--- src/rtl/ps2_host_tx_if.sv ---
// Host-side command handshake for the PS/2 transmitter: request/byte in,
// busy and completion pulses out.
interface ps2_host_tx_if;
  logic       send_cmd;
  logic [7:0] cmd_byte;
  logic       busy;
  logic       tx_done;
  logic       tx_error;

  modport master (
    output send_cmd,
    output cmd_byte,
    input  busy,
    input  tx_done,
    input  tx_error
  );

  modport slave (
    input  send_cmd,
    input  cmd_byte,
    output busy,
    output tx_done,
    output tx_error
  );
endinterface

--- src/rtl/ps2_host_tx.sv ---
// Host-to-device PS/2 transmitter. Inhibits the bus, issues a start bit,
// then shifts one command byte (LSB first, odd parity, stop) out on the
// device-generated clock and checks the device acknowledge. Lines are only
// pulled low while a transaction is in progress.
module ps2_host_tx #(
  parameter int INHIBIT_CYCLES    = 6000,
  parameter int START_HOLD_CYCLES = 50,
  parameter int TIMEOUT_CYCLES    = 750000,
  parameter int CNT_W             = 20
) (
  input  logic          inclock,
  input  logic          resetn,
  ps2_host_tx_if.slave  host,
  input  logic          ps2_clk_in,
  input  logic          ps2_dat_in,
  output logic          ps2_clk_oe,
  output logic          ps2_dat_oe
);

  localparam logic [CNT_W-1:0] INH_LAST   = CNT_W'(INHIBIT_CYCLES - 1);
  localparam logic [CNT_W-1:0] START_LAST = CNT_W'(START_HOLD_CYCLES - 1);
  localparam logic [CNT_W-1:0] TO_LAST    = CNT_W'(TIMEOUT_CYCLES - 1);

  typedef enum logic [2:0] {
    S_IDLE, S_INHIBIT, S_START, S_SEND, S_ACK, S_WAIT_IDLE, S_DONE, S_ERR
  } state_t;

  state_t           state, state_nxt;
  logic [CNT_W-1:0] cnt;
  logic [3:0]       bit_idx;
  logic             dat_bit;
  logic [9:0]       shift_p0;
  logic             clk_sync_p0, clk_sync_p1, clk_sync_p2;
  logic             dat_sync_p0, dat_sync_p1;
  logic             clk_fall;
  logic             wd_expired;
  logic             enter_phase;

  assign clk_fall   = clk_sync_p2 & ~clk_sync_p1;
  assign wd_expired = (cnt == TO_LAST);
  // INHIBIT, START and SEND each time from zero; ACK/WAIT_IDLE keep the
  // watchdog value started at clock release.
  assign enter_phase = (state_nxt != state) &&
                       (state_nxt == S_INHIBIT || state_nxt == S_START || state_nxt == S_SEND);

  // Two-flop synchronisers for the asynchronous bus lines plus edge history.
  always_ff @(posedge inclock or negedge resetn) begin
    if (!resetn) begin
      clk_sync_p0 <= 1'b1;
      clk_sync_p1 <= 1'b1;
      clk_sync_p2 <= 1'b1;
      dat_sync_p0 <= 1'b1;
      dat_sync_p1 <= 1'b1;
    end else begin
      clk_sync_p0 <= ps2_clk_in;
      clk_sync_p1 <= clk_sync_p0;
      clk_sync_p2 <= clk_sync_p1;
      dat_sync_p0 <= ps2_dat_in;
      dat_sync_p1 <= dat_sync_p0;
    end
  end

  // State register.
  always_ff @(posedge inclock or negedge resetn) begin
    if (!resetn) state <= S_IDLE;
    else         state <= state_nxt;
  end

  // Next-state logic; the watchdog overrides bus events once clock is released.
  always_comb begin
    state_nxt = state;
    unique case (state)
      S_IDLE:      if (host.send_cmd) state_nxt = S_INHIBIT;
      S_INHIBIT:   if (cnt == INH_LAST) state_nxt = S_START;
      S_START:     if (cnt == START_LAST) state_nxt = S_SEND;
      S_SEND: begin
        if (wd_expired)                      state_nxt = S_ERR;
        else if (clk_fall && bit_idx == 4'd9) state_nxt = S_ACK;
      end
      S_ACK: begin
        if (wd_expired)    state_nxt = S_ERR;
        else if (clk_fall) state_nxt = dat_sync_p1 ? S_ERR : S_WAIT_IDLE;
      end
      S_WAIT_IDLE: begin
        if (wd_expired)                      state_nxt = S_ERR;
        else if (clk_sync_p1 && dat_sync_p1) state_nxt = S_DONE;
      end
      S_DONE:      state_nxt = S_IDLE;
      S_ERR:       state_nxt = S_IDLE;
      default:     state_nxt = S_IDLE;
    endcase
  end

  // Moore outputs: line drive and handshake status decoded from state.
  always_comb begin
    ps2_clk_oe    = 1'b0;
    ps2_dat_oe    = 1'b0;
    host.busy     = 1'b0;
    host.tx_done  = 1'b0;
    host.tx_error = 1'b0;
    unique case (state)
      S_IDLE:      ;
      S_INHIBIT:   begin ps2_clk_oe = 1'b1; host.busy = 1'b1; end
      S_START:     begin ps2_clk_oe = 1'b1; ps2_dat_oe = 1'b1; host.busy = 1'b1; end
      S_SEND:      begin ps2_dat_oe = ~dat_bit; host.busy = 1'b1; end
      S_ACK:       host.busy = 1'b1;
      S_WAIT_IDLE: host.busy = 1'b1;
      S_DONE:      host.tx_done = 1'b1;
      S_ERR:       host.tx_error = 1'b1;
      default:     ;
    endcase
  end

  // Shared phase / watchdog counter.
  always_ff @(posedge inclock or negedge resetn) begin
    if (!resetn)               cnt <= '0;
    else if (enter_phase)      cnt <= '0;
    else if (state != S_IDLE)  cnt <= cnt + 1'b1;
  end

  // Bit index and currently driven data bit; start bit (0) is held until the first edge.
  always_ff @(posedge inclock or negedge resetn) begin
    if (!resetn) begin
      bit_idx <= '0;
      dat_bit <= 1'b1;
    end else if (state == S_START) begin
      bit_idx <= '0;
      dat_bit <= 1'b0;
    end else if (state == S_SEND && clk_fall) begin
      bit_idx <= bit_idx + 4'd1;
      dat_bit <= shift_p0[0];
    end
  end

  // Frame shift register: byte, odd parity, stop; loaded only on an accepted request.
  always_ff @(posedge inclock) begin
    if (state == S_IDLE && host.send_cmd)
      shift_p0 <= {1'b1, ~^host.cmd_byte, host.cmd_byte};
    else if (state == S_SEND && clk_fall)
      shift_p0 <= {1'b1, shift_p0[9:1]};
  end

endmodule

--- src/flat_wrapper.sv ---
// flat-port wrapper written by rule: the top's interface ports become plain ports
module ps2_host_tx_flat 
#(
  parameter int INHIBIT_CYCLES    = 6000,
  parameter int START_HOLD_CYCLES = 50,
  parameter int TIMEOUT_CYCLES    = 750000,
  parameter int CNT_W             = 20
)
  (inclock, resetn, ps2_clk_in, ps2_dat_in, ps2_clk_oe, ps2_dat_oe, host_send_cmd, host_cmd_byte, host_busy, host_tx_done, host_tx_error);
  ps2_host_tx_if host_i ();
  input  logic inclock;
  input  logic resetn;
  input  logic ps2_clk_in;
  input  logic ps2_dat_in;
  output logic ps2_clk_oe;
  output logic ps2_dat_oe;
  input wire logic [$bits(host_i.send_cmd)-1:0] host_send_cmd;
  input wire logic [$bits(host_i.cmd_byte)-1:0] host_cmd_byte;
  output wire logic [$bits(host_i.busy)-1:0] host_busy;
  output wire logic [$bits(host_i.tx_done)-1:0] host_tx_done;
  output wire logic [$bits(host_i.tx_error)-1:0] host_tx_error;
  assign host_i.send_cmd = host_send_cmd;
  assign host_i.cmd_byte = host_cmd_byte;
  assign host_busy = host_i.busy;
  assign host_tx_done = host_i.tx_done;
  assign host_tx_error = host_i.tx_error;
  ps2_host_tx #(.INHIBIT_CYCLES(INHIBIT_CYCLES), .START_HOLD_CYCLES(START_HOLD_CYCLES), .TIMEOUT_CYCLES(TIMEOUT_CYCLES), .CNT_W(CNT_W)) u_core (.inclock(inclock), .resetn(resetn), .host(host_i), .ps2_clk_in(ps2_clk_in), .ps2_dat_in(ps2_dat_in), .ps2_clk_oe(ps2_clk_oe), .ps2_dat_oe(ps2_dat_oe));
endmodule
--- config.mk ---
export PLATFORM = sky130hd
export DESIGN_NAME = ps2_host_tx_flat
export DESIGN_NICKNAME = d
export VERILOG_FILES = /design/src/rtl/ps2_host_tx_if.sv /design/src/rtl/ps2_host_tx.sv /design/src/flat_wrapper.sv
export SDC_FILE = /design/constraint.sdc
export NUM_CORES = 1
export LEC_CHECK = 0
export BUFFER_PORTS_ARGS = -buffer_cell sky130_fd_sc_hd__clkbuf_2
export CAP_MARGIN = 5
export CORE_MARGIN = 2
export CORE_UTILIZATION = 45
export CTS_BUF_LIST = sky130_fd_sc_hd__clkbuf_16
export CTS_CLUSTER_DIAMETER = 150
export CTS_CLUSTER_SIZE = 14
export DETAILED_ROUTE_END_ITERATION = 8
export MAX_ROUTING_LAYER = met4
export PLACE_DENSITY = 0.73
export SETUP_SLACK_MARGIN = 0.02
export SYNTH_ARGS = -nofsm -noshare
export SYNTH_HDL_FRONTEND = slang
export SYNTH_SLANG_ARGS = --single-unit
--- constraint.sdc ---
create_clock -name inclock -period 2 [get_ports inclock]
set_input_delay 0.1 -clock inclock [delete_from_list [all_inputs] [get_ports inclock]]
set_output_delay 0.1 -clock inclock [all_outputs]
set_load 0.05 [all_outputs]
## Word level (Yosys, flattened, before mapping)

Cells that the tools add are included.

- Bits of input ports: 13
- Output and inout port bits: 5
- Bits in registers: 42

- Equality and inequality tests: 15
- Bitwise logic cells: 3
- Mux-type cells: 24
- Add/sub/neg operators: 2
- Reductions and logical operators: 16

Operator list:

| kind | number |
|---|---|
| $mux 20 | 2 |
| $mux 3 | 9 |
| $pmux 3 s7 | 1 |
| $add 20x1->20 const B | 1 |
| $eq 20x13->1 const B | 1 |
| $eq 20x20->1 const B | 1 |
| $eq 20x6->1 const B | 1 |
| $mux 9 | 2 |
| $eq 3x2->1 const B | 4 |
| $eq 3x3->1 const B | 4 |
| $mux 4 | 2 |
| $reduce_xnor 8->1 | 1 |
| $eq 3x1->1 const B | 2 |
| $mux 1 | 6 |
| $reduce_bool 2->1 | 3 |
| $logic_and 1x1->1 | 5 |
| $reduce_or 5->1 | 1 |
| $add 4x1->4 const B | 1 |
| $eq 4x4->1 const B | 1 |
| $reduce_or 2->1 | 2 |
| $logic_not 3->1 | 1 |
| $ne 3x3->1 | 1 |
| $reduce_bool 3->1 | 1 |
| $logic_or 1x1->1 | 2 |
| 4 further kinds | 5 |

## Longest topological paths before layout

Gate-level depths: netlist (run 1).

- Word-level depth: 11
- Mapped depth: 9
- Depth with buffers taken out: 8

## Least setup slack after synthesis (run 1)

Ideal clock, no wire load.

- Path type: reg2reg
- Start point: register u_core.state[0]
- End point: register u_core.shift_p0[0], enable pin
- Period minus slack after synthesis: 2.103 ns
- Required time: 1.666 ns
- Cell stages (with the launch flop): 6
- Slack: -0.103 ns
- Arrival: 1.769 ns
- Path through: dfrtp_1 > clkbuf_1 > clkbuf_1 > nor3_1 > nand2_1 > nand2_1

- Longest elaborated chain between the ends: 3
- Elaborated cells on any way between the ends: 5
- Classes of those cells: 1 x eq/ne; 4 x reduce/logical

RTL lines:

| what | line | RTL |
|---|---|---|
| from (decl) | ps2_host_tx.sv:28 | `state_t state, state_nxt;` |
| from (signal assigned) | ps2_host_tx.sv:66 | `else state <= state_nxt;` |
| $eq 3x2->1 / $logic_not 3->1 (equally long branches) | ps2_host_tx.sv:139, ps2_host_tx.sv:137 |  |
| $logic_and 1x1->1, on equally long branches | ps2_host_tx.sv:139, ps2_host_tx.sv:137 |  |
| $reduce_bool 2->1 (no source line) (*) | n/a |  |
| to (signal assigned) | ps2_host_tx.sv:138 | `shift_p0 <= {1'b1, ~^host.cmd_byte, host.cmd_byte};` |
| to (signal assigned) | ps2_host_tx.sv:140 | `shift_p0 <= {1'b1, shift_p0[9:1]};` |
| to (decl) | ps2_host_tx.sv:32 | `logic [9:0] shift_p0;` |

Mark *: on every way between the ends. The rest lies on a longest branch, timed or not.
A chain may end at the register's enable or synchronous reset.

## Final worst setup path (run 1)

- Start point: register u_core.cnt[9]
- End point: register u_core.cnt[2]

- Longest elaborated chain between the ends: 8
- Elaborated cells on any way between the ends: 18
- Classes of those cells: 7 x eq/ne; 7 x mux; 4 x reduce/logical

RTL lines:

| what | line | RTL |
|---|---|---|
| from (decl) | ps2_host_tx.sv:29 | `logic [CNT_W-1:0] cnt;` |
| from (signal assigned) | ps2_host_tx.sv:118 | `else if (state != S_IDLE) cnt <= cnt + 1'b1;` |
| $eq 20x20->1 (tied with other cells) | ps2_host_tx.sv:40 | `assign wd_expired = (cnt == TO_LAST);` |
| $mux 3, on equally long branches | n/a |  |
| $pmux 3 s7 (*) | ps2_host_tx.sv:72 | `unique case (state)` |
| $eq 3x1->1 / $eq 3x2->1 (equally long branches) | ps2_host_tx.sv:44 | `(state_nxt == S_INHIBIT \|\| state_nxt == S_START \|\| state_nxt == S_SEND);` |
| $logic_or 1x1->1 (2 in a row) | ps2_host_tx.sv:44 |  |
| $logic_and 1x1->1 (*) | ps2_host_tx.sv:43 | `assign enter_phase = (state_nxt != state) &&` |
| $mux 20 / $reduce_bool 2->1 (equally long branches) | n/a |  |

Marks and branches as above.

==> results by group, run 1 <==
Outcome
  – Status: complete, but fails checks
  – Failing checks: setup timing

Power and ir drop
  – Peak VDD IR: 0.675 mV
  – Sequential power share: 40.6%
  – Sw Pwr: 738 µW
  – P per Cell Area: 844 nW/µm²
  – Switching share of total power: 29.3%
  – Comb pwr share: 27.0%
  – P_leak: 1.32 nW
  – Internal power: 1.78 mW
  – Clk pwr share: 32.4%

Synthesis
  – Post-synthesis cell type count: 37
  – Post-synth top area cell: dfrtp_1
  – Synth area leaders: dfrtp_1 (30%), edfxtp_1 (12%), dfstp_2 (7.0%)
  – Avg Cell Area, Syn: 9.95 µm²
  – Number of enable flip-flop cells after synthesis: 9
  – Most frequent cells after synthesis: nor2_1 (34), dfrtp_1 (27), nand2_1 (17), xnor2_1 (17), xor2_1 (12)
  – Number of synthesized register bits: 42
  – Post-synthesis sequential area ratio: 48.9%
  – Mapped Cells: 227
  – Post-synthesis cell area: 2260 µm²
  – Syn Nets: 244
  – Ys Warns: 0
  – Share of the synthesized area in the top cell type: 29.9%
  – Primary FF master, synth: dfrtp_1
  – Count leader, synth: nor2_1
  – Ys async rst share: 78.6%

Placement
  – PortBufs: 17
  – HPWL after DPL: 3.58 mm
  – Inst Count DP: 346
  – Pre-CTS WS: -0.0886 ns
  – GPL Wtd Cong: 0.859
  – Placed Area: 2720 µm²

Global routing
  – Gr ovfl total: 0
  – Largest net degree at the start of global routing: 34
  – Tot GR Track Use: 21.7%
  – Vias in the first global route: 1973
  – Global-route wire length before repair: 8.91 mm
  – Initial antenna violation count: 0

STA
  – Final hold violations: 0
  – Fin crit share: 108%
  – RSZ-0062 raised after global routing: true
  – Slew Limit Fails: 0
  – Final min period: 2.16 ns
  – Max transition margin: 44.9%
  – Slew @ Worst Pin: 0.826 ns
  – Worst setup margin: -0.158 ns
  – Clk_skew: 0.00811 ns
  – Final setup vio count: 21
  – Highest Clock Rate: 463 MHz

Drt
  – First drt pass iteration count: 4
  – Antenna Nets Post-Route: 0
  – Via count: 1903
  – DR DRC count: 0
  – Initial DRC Count: 94
  – Vias per cell: 5.27
  – Drt total wl: 5.27 mm
  – Routed WL per cell: 14.6 µm

Critical path
  – Worst EP required: 2.20 ns
  – Crit. End Element: register
  – CP dominant cell by count: buf_4
  – Critical Path Source Type: register
  – Depth of the worst register-to-register path: 8
  – Critical-path cell list: buf_4 -> nor4_1 -> nand4_1 -> buf_4 -> o311ai_2 -> nor4_2 -> buf_4 -> nor3_2
  – CP max-delay cell: dfrtp_1
  – Critical Path AT: 2.36 ns
  – Critical Path Fanout Max: 7
  – CP Class: reg2reg
  – Slowest stage delay, CP: 0.40 ns

Clock network
  – H-tree lvl count: 2
  – Clk Latency, worst-skew pair: 0.29 ns
  – Clock root cell: clkbuf_16
  – Num CTS Buffers: 5
  – CTS sink cnt: 42
  – CTS tree: yes
  – Reg clk slew, reported paths: 0.06 ns
  – Clk buf depth: 2

Hold path
  – Hold Path Depth: 2
  – HP Class: in2reg

Finish
  – P&R area growth vs syn: 32.1%
  – Fillers: 366
  – Final non-filler cell area: 2980 µm²
  – Diode count: 0
  – Layout cells sized above 1: 34.0%
  – Nets: 310
  – Non-Filler Instances: 361
  – Final Core Density: 62.4%

Die
  – Row count: 25
  – Initial Utilization: 47.2%
  – Core area: 4790 µm²
  – Die height: 74.8 µm
  – Top-Level Pins: 18
  – Die ar.: 5600 µm²
  – Die Width: 74.8 µm

Run
  – Max Cap Viol: 0
## power groups by stage
stage / Sequential [mW] / Clock (mW) / Combinational [mW]
floorplan: 1.06 / 0 / 0.294
global placement: 1.03 / 0 / 0.564
detailed placement: 1.03 / 0 / 0.577
CTS: 1.02 / 0.826 / 0.623
global route: 1.03 / 0.854 / 0.749
finish: 1.02 / 0.816 / 0.680
## cell families (layout without fill, tap and decap cells)
kind of cell | after synthesis | in the layout | synth area share [%]
AO/OA/AOI/OAI | 20 | 20 | 5.82
multiplexers | 8 | 8 | 3.99
AND/OR/NAND/NOR | 115 | 115 | 26.0
adder cells (fa/ha/maj) | 4 | 4 | 2.22
XOR/XNOR | 29 | 29 | 11.2
buffers and inverters | 9 | 76 | 1.88
flip-flops | 42 | 42 | 48.9
## registers in the layout, indices dropped and copies added, names as in the netlist, 3 cells and up
name	flops
u_core.shift_p0	9
u_core.bit_idx	4
u_core.cnt	20
u_core.state	3
## through the flow
stage                     setup TNS [ns]  hold WS [ns]  power (mW)
after floorplan                        0        -0.196        1.35
after global placement            -0.385         0.188        1.59
after detailed placement           -1.20         0.189        1.61
after CTS                          -1.57        0.0823        2.47
after global routing               -5.22         0.105        2.63
final                              -2.87        0.0828        2.52
## critical path: cells and delay by family, from the launching register on
family / cells / cell delay [ns]
compound gates: 1 / 0.27
simple gates: 4 / 0.88
buf+inv: 3 / 0.54
flops: 1 / 0.40
## final timing paths
kind                                                    from                          endpoint  slack [ns]
worst min register to register  u_core.clk_sync_p0$_DFF_PN1_      u_core.clk_sync_p1$_DFF_PN1_        0.36
worst max-delay path               u_core.cnt[9]$_DFFE_PN0P_         u_core.cnt[2]$_DFFE_PN0P_       -0.16
max in group asynchronous                             resetn         u_core.cnt[8]$_DFFE_PN0P_        1.02
worst max register to register     u_core.cnt[9]$_DFFE_PN0P_         u_core.cnt[2]$_DFFE_PN0P_       -0.16
worst min-delay path                           host_send_cmd  u_core.shift_p0[8]$_SDFFCE_PN1P_        0.08
min in group asynchronous                             resetn     u_core.bit_idx[0]$_DFFE_PN0P_        0.46
## per-layer routing
layer | wire [µm] | part of all wire (%) | global-route usage (%)
met5 | 0 | 0 | -
met4 | 123 | 2.3 | 8.73
met3 | 170 | 3.2 | 4.55
met2 | 2570 | 49 | 33.5
met1 | 2410 | 46 | 28.0
## area by class of cell
type | count | area [µm²] | area share, %
Timing Repair Buffer | 65 | 453 | 15.2
Clock buffer | 5 | 125 | 4.19
Sequential cell | 42 | 1100 | 37.0
Clock inverter | 3 | 25.0 | 0.839
Multi-Input combinational cell | 176 | 1180 | 39.6
Inverter | 3 | 11.3 | 0.377
Tap cell | 67 | 83.8 | 2.81
## what timing repair did
action,4_1_cts,5_1_grt
buffers inserted,2,3
hold buffers,3,0
resized for setup,7,6
pin swaps,3,2
endpoints found under the hold margin,29,0
setup endpoints to repair,20,21
cloned,0,0
## layout by cell type (no fill, tap or decap), types with 9 or more instances in the layout
master / synthesis / routed
dfrtp_1: 27 / 27
nand2_1: 17 / 16
edfxtp_1: 9 / 9
xnor2_1: 17 / 17
xor2_1: 12 / 12
nand3_1: 10 / 10
clkbuf_2: 0 / 17
nand4_1: 9 / 9
buf_4: 0 / 45
nor2_1: 34 / 34
Note: power is estimated with default switching activity, not from simulation.
==> inputs of run 2 (changes only) <==
Settings changed: CORE_UTILIZATION 45 to 35, PLACE_DENSITY 0.73 to 0.61.
==> results by group, run 2 (same netlist as run 1, synthesis figures left out) <==
Outcome
  – Status: complete, but fails checks (unchanged)
  – Failing checks: setup timing (unchanged)

Drt
  – Met2 WL: 2.47 mm (was 2.57 mm)
  – Via count: 1896 (was 1903)
  – Routed WL per cell: 13.6 µm (was 14.6 µm)
  – WL met1: 2.30 mm (was 2.41 mm)
  – Drt total wl: 5.04 mm (was 5.27 mm)
  – First drt pass iteration count: 5 (was 4)
  – Initial DRC Count: 141 (was 94)
  – WL met3: 177 µm (was 170 µm)
  – Top routing layer used: met4 (unchanged)
  – Antenna Nets Post-Route: 0 (unchanged)
  – Vias per cell: 5.10 (was 5.27)
  – DR DRC count: 0 (unchanged)

Critical path
  – Critical-path cell list: ha_2 -> and3b_1 -> nand4_1 -> buf_4 -> o31ai_4 -> nor2_2 -> nor4_4 -> buf_6 -> nor2_1 (was buf_4 -> nor4_1 -> nand4_1 -> buf_4 -> o311ai_2 -> nor4_2 -> buf_4 -> nor3_2)
  – Slowest stage delay, CP: 0.41 ns (was 0.40 ns)
  – Worst EP required: 2.17 ns (was 2.20 ns)
  – Critical Path AT: 2.34 ns (was 2.36 ns)
  – CP Class: reg2reg (unchanged)
  – Critical Path Source Type: register (unchanged)
  – Critical Path Fanout Max: 7 (unchanged)
  – Crit. End Element: register (unchanged)
  – CP max-delay cell: nor4_4 (was dfrtp_1)

Power and ir drop
  – Peak VDD IR: 0.396 mV (was 0.675 mV)
  – P per Cell Area: 798 nW/µm² (was 844 nW/µm²)
  – Tot Pwr: 2.45 mW (was 2.52 mW)
  – P_leak: 1.33 nW (was 1.32 nW)

STA
  – Fin crit share: 108% (about the same)
  – Highest Clock Rate: 461 MHz (was 463 MHz)
  – Final hold violations: 0 (unchanged)
  – Worst setup margin: -0.169 ns (was -0.158 ns)
  – Final setup vio count: 20 (was 21)
  – RSZ-0062 raised after global routing: true (unchanged)
  – Max transition margin: 43.6% (was 44.9%)
  – Slew Limit Fails: 0 (unchanged)
  – Slew @ Worst Pin: 0.846 ns (was 0.826 ns)
  – Final min period: 2.17 ns (was 2.16 ns)
  – Clk_skew: 0.00700 ns (was 0.00811 ns)

Clock network
  – CTS sink cnt: 42 (unchanged)
  – Reg clk slew, reported paths: 0.07 ns (was 0.06 ns)
  – Clk buf depth: 2 (unchanged)
  – Clk Latency, worst-skew pair: 0.29 ns (about the same)
  – CTS tree: yes (unchanged)
  – Clock root cell: clkbuf_16 (unchanged)
  – Num CTS Buffers: 5 (unchanged)
  – H-tree lvl count: 2 (unchanged)

Global routing
  – Vias in the first global route: 1872 (was 1973)
  – Largest net degree at the start of global routing: 34 (unchanged)
  – Global-route wire length before repair: 8.81 mm (was 8.91 mm)
  – Gr ovfl total: 0 (unchanged)
  – Tot GR Track Use: 15.9% (was 21.7%)
  – Initial antenna violation count: 0 (unchanged)

Finish
  – Layout cells sized above 1: 36.9% (was 34.0%)
  – Top reg by flops: u_core.cnt (unchanged)
  – Number of flip-flops under the largest register name: 20 (unchanged)
  – Diode count: 0 (unchanged)
  – Most frequent cells in the layout: buf_4 (43), dfrtp_1 (27), nor2_1 (25) (was buf_4 (45), nor2_1 (34), dfrtp_1 (27))
  – Most common cell after layout, fill and taps aside: buf_4 (unchanged)
  – P&R area growth vs syn: 36.0% (was 32.1%)
  – Nets: 311 (was 310)
  – Largest regs: u_core.cnt x20, u_core.shift_p0 x9, u_core.bit_idx x4 (unchanged)

Placement
  – GPL Wtd Cong: 0.834 (was 0.859)
  – Pre-CTS WS: -0.171 ns (was -0.0886 ns)
  – HPWL after DPL: 3.56 mm (was 3.58 mm)
  – PortBufs: 17 (unchanged)

Die
  – Top-Level Pins: 18 (unchanged)
  – Core area: 6280 µm² (was 4790 µm²)
  – Die Width: 84.3 µm (was 74.8 µm)
  – Initial Utilization: 36.0% (was 47.2%)
  – Die height: 84.3 µm (was 74.8 µm)
  – Die ar.: 7110 µm² (was 5600 µm²)
  – Row count: 29 (was 25)

Run
  – Max Cap Viol: 0 (unchanged)

Hold path
  – HP Class: in2reg (unchanged)
==> run 2: area by class of cell <==
cell class / count / area [µm²]
clock buffers: 5 / 125
repair buffers: 66 / 472
fillers: 567 / 3210
well taps: 77 / 96.3
clock inverters: 3 / 21.3
flip-flops and latches: 42 / 1100
multi-input cells: 176 / 1240
inverters: 3 / 11.3
==> run 2: path summary, 6_finish.rpt <==
kind	start	endpoint	slack (ns)	cells past startpoint
worst min register to register	u_core.clk_sync_p0$_DFF_PN1_	u_core.clk_sync_p1$_DFF_PN1_	0.36	0
worst min-delay path	host_send_cmd	u_core.shift_p0[8]$_SDFFCE_PN1P_	0.08	2
min in group asynchronous	resetn	u_core.bit_idx[0]$_DFFE_PN0P_	0.46	2
worst max register to register	u_core.cnt[1]$_DFFE_PN0P_	u_core.cnt[18]$_DFFE_PN0P_	-0.17	9
max in group asynchronous	resetn	u_core.cnt[8]$_DFFE_PN0P_	1.01	2
worst max-delay path	u_core.cnt[1]$_DFFE_PN0P_	u_core.cnt[18]$_DFFE_PN0P_	-0.17	9
==> run 2: where the power goes <==
group          internal (mW)  switching [mW]
clock network          0.462           0.338
logic                  0.321           0.315
registers              0.964          0.0500
==> run 2: worst max-delay path: cells and delay by family, from the launching register on <==
kind | cells | cell delay (ns)
and+or+nand+nor | 5 | 0.91
buffers and inverters | 2 | 0.41
DFF | 1 | 0.35
AOI/OAI and AO/OA | 1 | 0.20
adders and majority gates | 1 | 0.17
==> run 2: stage by stage <==
step	instances	hold WS [ns]	setup TNS [ns]	utilization, %	cell area, µm²
after floorplan	227	-0.196	0	-	2270
after detailed placement	357	0.191	-2.35	43.6	2740
after global placement	357	0.187	-1.41	43.6	2740
final	372	0.0835	-3.10	48.9	3070
after CTS	370	0.0845	-1.30	47.6	2990
after global routing	372	0.100	-4.77	48.9	3070
==> run 2: per-layer routing <==
layer  global-route usage, %  vias up
met4                    5.77        0
met3                    3.05       10
met2                    25.5       51
li1                        -      935
met5                       -        -
met1                    20.0      900
==> run 2: timing repair <==
item	CTS	global route
setup endpoints to repair	20	21
setup buffers	1	2
hold buffers	3	0
pin swaps	2	7
gates cloned	1	0
gates resized for setup	13	18
endpoints found under the hold margin	29	0
==> inputs of run 3 (changes only) <==
Settings changed: PLACE_DENSITY 0.61 to 0.59.
Clock period 2 ns to 2.5 ns, I/O delays scaled along.
==> results by group, run 3 (same netlist as run 1, synthesis figures left out) <==
Run
  – Max Cap Viol: 0 (unchanged)

STA
  – Fin crit share: 87.9% (was 108%)
  – Max transition margin: 45.1% (was 43.6%)
  – Final setup vio count: 0 (was 20)
  – Setup tns final: 0 ns (was -3.10 ns)
  – Final hold violations: 0 (unchanged)
  – Clk_skew: 0.00592 ns (was 0.00700 ns)
  – Slew @ Worst Pin: 0.824 ns (was 0.846 ns)
  – Highest Clock Rate: 455 MHz (was 461 MHz)
  – Final min period: 2.20 ns (was 2.17 ns)
  – Slew Limit Fails: 0 (unchanged)
  – RSZ-0062 raised after global routing: false (was true)

Clock network
  – CTS sink cnt: 42 (unchanged)
  – Clk buf depth: 2 (unchanged)
  – Post-CTS Setup Bufs: 0 (was 1)
  – CTS tree: yes (unchanged)
  – Post-CTS sizing: 0 (was 13)
  – Reg clk slew, reported paths: 0.06 ns (was 0.07 ns)
  – CTS Hold Buffers Added: 3 (unchanged)
  – Clk Latency, worst-skew pair: 0.29 ns (about the same)
  – H-tree lvl count: 2 (unchanged)
  – Num CTS Buffers: 5 (unchanged)
  – Clock root cell: clkbuf_16 (unchanged)

Power and ir drop
  – Peak VDD IR: 0.321 mV (was 0.396 mV)
  – P_leak: 1.12 nW (was 1.33 nW)
  – P per Cell Area: 753 nW/µm² (was 798 nW/µm²)
  – Tot Pwr: 2.00 mW (was 2.45 mW)

Critical path
  – CP endpoint: u_core.cnt[2]$_DFFE_PN0P_ (was u_core.cnt[18]$_DFFE_PN0P_)
  – Worst EP required: 2.70 ns (was 2.17 ns)
  – Critical Path Source Type: register (unchanged)
  – Worst r2r dst: u_core.cnt[2]$_DFFE_PN0P_ (was u_core.cnt[18]$_DFFE_PN0P_)
  – Depth of the worst register-to-register path: 7 (was 9)
  – Crit. End Element: register (unchanged)
  – R2r setup slk: 0.30 ns (was -0.17 ns)
  – RR Startpoint: u_core.cnt[13]$_DFFE_PN0P_ (was u_core.cnt[1]$_DFFE_PN0P_)
  – Critical Path AT: 2.40 ns (was 2.34 ns)
  – Critical Path Start: u_core.cnt[13]$_DFFE_PN0P_ (was u_core.cnt[1]$_DFFE_PN0P_)
  – CP Class: reg2reg (unchanged)
  – Critical Path Fanout Max: 20 (was 7)

Finish
  – Largest regs: u_core.cnt x20, u_core.shift_p0 x9, u_core.bit_idx x4 (unchanged)
  – Layout cells sized above 1: 17.8% (was 36.9%)
  – Top reg by flops: u_core.cnt (unchanged)
  – Most common cell after layout, fill and taps aside: nor2_1 (was buf_4)
  – Nets: 269 (was 311)
  – Final Core Density: 42.4% (was 48.9%)
  – Number of flip-flops under the largest register name: 20 (unchanged)
  – Fillers: 613 (was 567)
  – P&R area growth vs syn: 17.9% (was 36.0%)
  – Diode count: 0 (unchanged)
  – Most frequent cells in the layout: nor2_1 (34), dfrtp_1 (27), nand2_1 (17), xnor2_1 (17), clkbuf_2 (17) (was buf_4 (43), dfrtp_1 (27), nor2_1 (25))

Global routing
  – Gr ovfl total: 0 (unchanged)
  – Initial antenna violation count: 0 (unchanged)
  – Largest net degree at the start of global routing: 34 (unchanged)
  – Tot GR Track Use: 14.2% (was 15.9%)
  – Global-route wire length before repair: 7.87 mm (was 8.81 mm)
  – Vias in the first global route: 1663 (was 1872)

Die
  – Initial Utilization: 36.0% (unchanged)
  – Die ar.: 7110 µm² (unchanged)
  – Top-Level Pins: 18 (unchanged)
  – Core area: 6280 µm² (unchanged)
  – Row count: 29 (unchanged)
  – Die height: 84.3 µm (unchanged)
  – Die Width: 84.3 µm (unchanged)

Drt
  – DR DRC count: 0 (unchanged)
  – Drt total wl: 4.45 mm (was 5.04 mm)
  – First drt pass iteration count: 4 (was 5)
  – Routed WL per cell: 13.5 µm (was 13.6 µm)
  – Antenna Nets Post-Route: 0 (unchanged)
  – Initial DRC Count: 157 (was 141)
  – Vias per cell: 5.11 (was 5.10)
  – Via count: 1685 (was 1896)

Hold path
  – HP Class: in2reg (unchanged)
  – Hold Path Depth: 2 (unchanged)

Placement
  – GPL Wtd Cong: 0.897 (was 0.834)
  – PortBufs: 17 (unchanged)
  – HPWL after DPL: 3.02 mm (was 3.56 mm)

Outcome
  – Status: finished clean (was complete, but fails checks)
==> run 3: changes by cell type in the layout (fill, tap and decap cells not counted), sizes merged <==
cell      change
clkinv        -1
clkinvlp      -1
bufinv        +2
buf          -42
==> run 3: how the worst min path moves through the flow <==
stage | startpoint | endpoint | slack (ns)
global route | host_send_cmd | u_core.shift_p0[8]$_SDFFCE_PN1P_ | 0.11
global placement | ps2_clk_in | u_core.clk_sync_p0$_DFF_PN1_ | 0.21
finish | host_send_cmd | u_core.shift_p0[8]$_SDFFCE_PN1P_ | 0.11
CTS | host_send_cmd | u_core.shift_p0[8]$_SDFFCE_PN1P_ | 0.11
floorplan | resetn | u_core.bit_idx[0]$_DFFE_PN0P_ | -0.17
detailed placement | ps2_clk_in | u_core.clk_sync_p0$_DFF_PN1_ | 0.21
==> run 3: layout make-up <==
type / instances / area [µm²] / area share [%]
clock buffer: 5 / 125 / 4.70
inverter: 3 / 11.3 / 0.423
multi-input combinational: 176 / 1110 / 41.8
timing repair buffer: 24 / 145 / 5.45
sequential: 42 / 1100 / 41.4
clock inverter: 3 / 68.8 / 2.58
tap: 77 / 96.3 / 3.62
==> run 3: through the flow <==
stage / instances / worst slack [ns] / hold slack (ns) / area [µm²]
after floorplan: 227 / 0.397 / -0.171 / 2260
after global placement: 319 / 0.349 / 0.215 / 2440
after detailed placement: 319 / 0.298 / 0.214 / 2440
after CTS: 330 / 0.294 / 0.107 / 2660
after global routing: 330 / 0.0943 / 0.113 / 2660
final: 330 / 0.304 / 0.109 / 2660
==> run 3: per-layer routing <==
layer / track usage (%) / share of wire, % / vias to the layer above
li1: - / - / 853
met2: 21.1 / 46 / 41
met4: 5.63 / 1.8 / 0
met5: - / 0 / -
met1: 18.8 / 48 / 784
met3: 3.44 / 4.4 / 7
==> run 3: power breakdown <==
group	total, mW	internal, mW	switching (mW)	leakage [nW]
Sequential	0.861	0.771	0.0901	0.503
Clock	0.848	0.574	0.274	0.0940
Combinational	0.294	0.145	0.150	0.522
==> run 3: critical path, stage by stage (launching register included) <==
cell and delay, ns:
dfrtp_1 0.43, nor4_1 0.33, nand2_1 0.20, or4_1 0.55, o311ai_1 0.11, nor4_2 0.09
buf_4 0.21, nor3_1 0.19
